===== src/rtl/sig_abc_pkg.sv =====
// Shared definitions for the sig_abc request/response block.
// Contents:
//   state_e  - FSM state encoding (IDLE, BUSY, RESP)
//   LAT_MAX  - largest legal service latency
//   CNT_W    - latency counter width, sized to hold LAT_MAX
package sig_abc_pkg;

    localparam int unsigned LAT_MAX = 15;
    localparam int unsigned CNT_W   = 4;

    typedef enum logic [1:0] {
        IDLE = 2'd0,
        BUSY = 2'd1,
        RESP = 2'd2
    } state_e;

endpackage


===== src/rtl/sig_abc_lat_ctr.sv =====
// Latency down-counter for sig_abc_responder.
// Ports:
//   clk      - clock, all updates on rising edge
//   rst_n    - synchronous active-low reset, clears the count
//   load     - load load_val (takes priority over dec)
//   load_val - value loaded on load
//   dec      - decrement by one; holds at zero
//   zero     - count is zero
module sig_abc_lat_ctr
    import sig_abc_pkg::*;
(
    input  logic             clk,
    input  logic             rst_n,
    input  logic             load,
    input  logic [CNT_W-1:0] load_val,
    input  logic             dec,
    output logic             zero
);

    logic [CNT_W-1:0] cnt_q, cnt_d;

    always_comb begin
        cnt_d = cnt_q;
        if (load) begin
            cnt_d = load_val;
        end else if (dec && (cnt_q != '0)) begin
            cnt_d = cnt_q - 1'b1;
        end
    end

    always_ff @(posedge clk) begin
        if (!rst_n) begin
            cnt_q <= '0;
        end else begin
            cnt_q <= cnt_d;
        end
    end

    assign zero = (cnt_q == '0);

endmodule


===== src/rtl/sig_abc_responder.sv =====
// Request/response responder: accepts a request strobe with payload while idle,
// spends LAT cycles busy, then presents payload + LAT until downstream accepts.
// Parameters:
//   DATA_W - payload width
//   LAT    - service latency in cycles, 1..LAT_MAX
// Ports:
//   clk       - clock, all updates on rising edge
//   rst_n     - synchronous active-low reset
//   signal_a  - request strobe (ignored unless idle)
//   req_data  - request payload, sampled with signal_a
//   signal_b  - busy: request in service (BUSY or RESP)
//   signal_c  - ready: idle
//   rsp_valid - response valid
//   rsp_data  - response payload, holds its last value outside RESP
//   rsp_ready - downstream accepts response
// Build option: define SIG_ABC_RESPONDER_SVA_EN to compile in protocol assertions.
module sig_abc_responder
    import sig_abc_pkg::*;
#(
    parameter int unsigned DATA_W = 8,
    parameter int unsigned LAT    = 3
) (
    input  logic              clk,
    input  logic              rst_n,
    input  logic              signal_a,
    input  logic [DATA_W-1:0] req_data,
    output logic              signal_b,
    output logic              signal_c,
    output logic              rsp_valid,
    output logic [DATA_W-1:0] rsp_data,
    input  logic              rsp_ready
);

    if ((LAT < 1) || (LAT > LAT_MAX)) begin : g_lat_check
        $error("sig_abc_responder: LAT must be in 1..LAT_MAX");
    end

    state_e            state_q, state_d;
    logic [DATA_W-1:0] data_q, data_d;
    logic [DATA_W-1:0] rsp_q, rsp_d;
    logic              busy_q, busy_d;
    logic              rdy_q, rdy_d;
    logic              vld_q, vld_d;
    logic              ctr_load, ctr_dec, ctr_zero;

    sig_abc_lat_ctr u_lat_ctr (
        .clk      (clk),
        .rst_n    (rst_n),
        .load     (ctr_load),
        .load_val (CNT_W'(LAT - 1)),
        .dec      (ctr_dec),
        .zero     (ctr_zero)
    );

    always_comb begin
        state_d  = state_q;
        data_d   = data_q;
        rsp_d    = rsp_q;
        ctr_load = 1'b0;
        ctr_dec  = 1'b0;
        unique case (state_q)
            IDLE: begin
                if (signal_a) begin
                    ctr_load = 1'b1;
                    data_d   = req_data;
                    state_d  = BUSY;
                end
            end
            BUSY: begin
                if (ctr_zero) begin
                    // Sum wraps modulo 2^DATA_W by truncation.
                    rsp_d   = data_q + DATA_W'(LAT);
                    state_d = RESP;
                end else begin
                    ctr_dec = 1'b1;
                end
            end
            RESP: begin
                if (rsp_ready) begin
                    state_d = IDLE;
                end
            end
            default: state_d = IDLE;
        endcase
    end

    // Outputs are registered copies of the next-state decode, so they line up
    // with state_q and never glitch from inputs.
    always_comb begin
        busy_d = (state_d != IDLE);
        rdy_d  = (state_d == IDLE);
        vld_d  = (state_d == RESP);
    end

    always_ff @(posedge clk) begin
        if (!rst_n) begin
            state_q <= IDLE;
            data_q  <= '0;
            rsp_q   <= '0;
            busy_q  <= 1'b0;
            rdy_q   <= 1'b1;
            vld_q   <= 1'b0;
        end else begin
            state_q <= state_d;
            data_q  <= data_d;
            rsp_q   <= rsp_d;
            busy_q  <= busy_d;
            rdy_q   <= rdy_d;
            vld_q   <= vld_d;
        end
    end

    assign signal_b  = busy_q;
    assign signal_c  = rdy_q;
    assign rsp_valid = vld_q;
    assign rsp_data  = rsp_q;

`ifdef SIG_ABC_RESPONDER_SVA_EN
    a_accept_busy: assert property (@(posedge clk) disable iff (!rst_n)
        (signal_a && !signal_b) |=> (!signal_c && signal_b));

    a_rsp_hold: assert property (@(posedge clk) disable iff (!rst_n)
        (rsp_valid && !rsp_ready) |=> (rsp_valid && $stable(rsp_data)));

    a_busy_rdy_excl: assert property (@(posedge clk) disable iff (!rst_n)
        !(signal_b && signal_c));
`endif

endmodule


===== config.mk =====
export PLATFORM = sky130hd
export DESIGN_NAME = sig_abc_responder
export DESIGN_NICKNAME = d
export VERILOG_FILES = /design/src/rtl/sig_abc_pkg.sv /design/src/rtl/sig_abc_lat_ctr.sv /design/src/rtl/sig_abc_responder.sv
export SDC_FILE = /design/constraint.sdc
export NUM_CORES = 1
export LEC_CHECK = 0
export ABC_CLOCK_PERIOD_IN_PS = 4050
export CAP_MARGIN = 20
export CORE_ASPECT_RATIO = 0.75
export CORE_UTILIZATION = 30
export CTS_CLUSTER_DIAMETER = 50
export CTS_CLUSTER_SIZE = 40
export DETAILED_ROUTE_END_ITERATION = 8
export PLACE_DENSITY = 0.59
export SYNTH_ARGS = -nofsm -noshare
export SYNTH_HDL_FRONTEND = slang
export SYNTH_SLANG_ARGS = --single-unit

===== constraint.sdc =====
create_clock -name clk -period 4.05 [get_ports clk]
set_input_delay 0.81 -clock clk [delete_from_list [all_inputs] [get_ports clk]]
set_output_delay 0.81 -clock clk [all_outputs]
set_load 0.02 [all_outputs]

==> flow_summary.yaml <==
outcome:
  status: "finished, violations left"
  violations: "DRC"
final_layout:
  final_cell_mix: "dfxtp_1, clkdlybuf4s50_1, a21oi_1"
  num_antenna_cells: 0
  drive_gt1_share_pct: 4.96
  fin_cells: 181
  area_delta_synth_final_pct: 27.1
  final_common_cell: "dfxtp_1"
  nNetsFinal: 156
timing:
  min_period_ns: 2.03
  drv_slew: 0
  worst_slew_pin_slew_ns: 0.848
  relSlewSlack_pct: 43.2
  tns_ns: 0
  rsz0062_at_grt: "false"
  report.final.setup_viol: 0
  hold_slack_ns: 0.487
  max_clock_freq_mhz: 492
  report.final.hold_viol_count: 0
  skew_ns: 0.00107
  period_share_pct: 50.2
cts:
  cts_htree_levels: 1
  path_clk_slew_ns: 0.08
  cts-root-buf: "clkbuf_8"
  cts.path.max_buffers: 2
  ctsResizeCount: 0
  ctsHoldBuffers: 0
  post-cts-setup-buffer-count: 0
  clock_sinks: 25
  numCtsBuffers: 3
  cts_tree: "built"
  clk_latency_ns: 0.26
global_route:
  grt_pass1_vias: 735
  grt_max_degree: 16
  grt.busiest_layer: "met2"
  use_met2_pct: 19.6
  overflow: 0
  grt_util_all_layers_pct: 12.0
  antenna_found_initial: 0
  grt_pass1_wl_um: 3480
  grt_use_met3_pct: 3.93
  grtUsageMet1_pct: 15.8
floorplanning:
  rows: 18
  ioPinCount: 23
  start_util_pct: 31.9
  die_height_um: 53.7
  die_w_um: 71.0
  floorplan.die_area_um2: 3810
  core_area_um2: 3360
logic_synthesis:
  ys_seq_elements: 25
  synth.avg_cell_area_um2: 8.91
  synth_cell_types: 32
  synth_cells: 120
  yosys.area.top_type: "dfxtp_1"
  synth_area_leaders: "dfxtp_1, a21oi_1, nand2_1"
  syn_nets: 134
  yosysTopAreaCellShare_pct: 46.8
  netlist_area_um2: 1070
  yosys_warnings: 0
  yosysSeqAreaShare_pct: 46.8
routing:
  wl_um: 2210
  drc_errors: 4
  wl_per_cell_um: 12.2
  drt_iter0_drc: 28
  vias: 902
  ant_nets: 0
  dr.pass1.iters: 7
  avgViaCountPerCell: 4.98
setup_path:
  critPathBufInv: 1
  path_cells: "clkdlybuf4s50_1"
  path_delay_family: "buffers and inverters"
  critPathKind: "reg -> out"
  startpoint_type: "flip-flop"
  required_ns: 3.24
  critical_path.max_stage_delay_ns: 0.62
  crit_fanout: 2
  crit_arrival_ns: 1.22
  crit_path_end_kind: "output port"
  cpMaxStageDelayCell: "clkdlybuf4s50_1"
power_and_ir_drop:
  power_mw: 0.548
  p_per_area_nw_per_um2: 403
  ir_worst_vdd_uv: 148
  p_leak_nw: 0.477
hold_path:
  hp-class: "reg -> reg"
place:
  place.port_buffers: 22
  gp_congestion: 0.755
  post-place-cells: 177
  dp_hpwl_um: 1640
job:
  drv_cap: 0
Yosys cell counts:
cell / instances
o21a_1: 3
nand4_1: 1
clkbuf_1: 2
or4_1: 2
nand2b_2: 1
or3_1: 3
inv_1: 7
or3b_1: 1
and2_1: 2
xor2_1: 3
nand2_1: 17
o2111ai_1: 1
a21oi_1: 19
o41ai_1: 1
a211oi_1: 5
xnor2_1: 1
o21ba_2: 1
nand3b_1: 1
o21ai_0: 9
nand2b_1: 1
dfxtp_1: 25
o221a_1: 1
nor3b_1: 1
buf_4: 1
nor2b_1: 1
nand3_1: 1
mux2i_1: 1
a311oi_1: 1
o311ai_0: 1
ha_1: 2
buf_2: 2
nor3b_2: 2
worst paths after layout:
| kind | startpoint | end | slack [ns] | depth (start not counted) |
|---|---|---|---|---|
| max | rsp_data[6]$_SDFFE_PN0P_ | rsp_data[6] | 2.02 | 1 |
| min | rsp_data[2]$_SDFFE_PN0P_ | rsp_data[2]$_SDFFE_PN0P_ | 0.49 | 2 |
| max reg2reg | u_lat_ctr.cnt_q[1]$_SDFFE_PN0P_ | rsp_data[6]$_SDFFE_PN0P_ | 2.08 | 5 |
| min reg2reg | rsp_data[2]$_SDFFE_PN0P_ | rsp_data[2]$_SDFFE_PN0P_ | 0.49 | 2 |
cells by family after synthesis:
group                    count (synthesis)  synth area share (%)
multiplexers                             1                 0.936
AND/OR/NAND/NOR                         34                  17.9
flip-flops                              25                  46.8
AO/OA/AOI/OAI                           42                  24.0
buffers and inverters                   12                  4.80
XOR/XNOR                                 4                  3.28
adder cells (fa/ha/maj)                  2                  2.34
registers in the layout, indices dropped and copies added, names as in the netlist:
| signal | flops |
|---|---|
| u_lat_ctr.cnt_q | 4 |
| state_q | 2 |
| data_q | 8 |
| rsp_valid | 1 |
| rsp_data | 8 |
| signal_b | 1 |
| signal_c | 1 |
metrics by stage:
| stage | util (%) | cell area, um^2 | worst slack [ns] |
|---|---|---|---|
| after floorplan | - | 1070 | 2.46 |
| after CTS | 40.5 | 1360 | 2.00 |
| after global placement | 39.2 | 1320 | 1.89 |
| after global routing | 40.5 | 1360 | 1.83 |
| after detailed placement | 39.2 | 1320 | 1.86 |
| final | 40.5 | 1360 | 2.02 |
per-layer routing:
| layer | up-vias | share of wire [%] | wire length (um) |
|---|---|---|---|
| li1 | 468 | - | - |
| met1 | 414 | 53 | 1160 |
| met2 | 18 | 43 | 952 |
| met3 | 2 | 3.8 | 84 |
| met4 | 0 | 0.50 | 11 |
| met5 | - | 0 | 0 |
cell type report:
| class | instances | area, um^2 |
|---|---|---|
| Sequential cell | 25 | 500 |
| Inverter | 7 | 26.3 |
| Tap cell | 40 | 50.0 |
| Timing Repair Buffer | 22 | 220 |
| Clock buffer | 4 | 45.0 |
| Multi-Input combinational cell | 83 | 518 |
| Fill cell | 333 | 2000 |
where the power goes:
group	total [mW]	switching, mW	internal (mW)
Sequential	0.284	0.0171	0.267
Clock	0.144	0.0741	0.0702
Combinational	0.120	0.0637	0.0568
Total	0.548	0.155	0.394
Note: power is estimated with default switching activity, not from simulation.
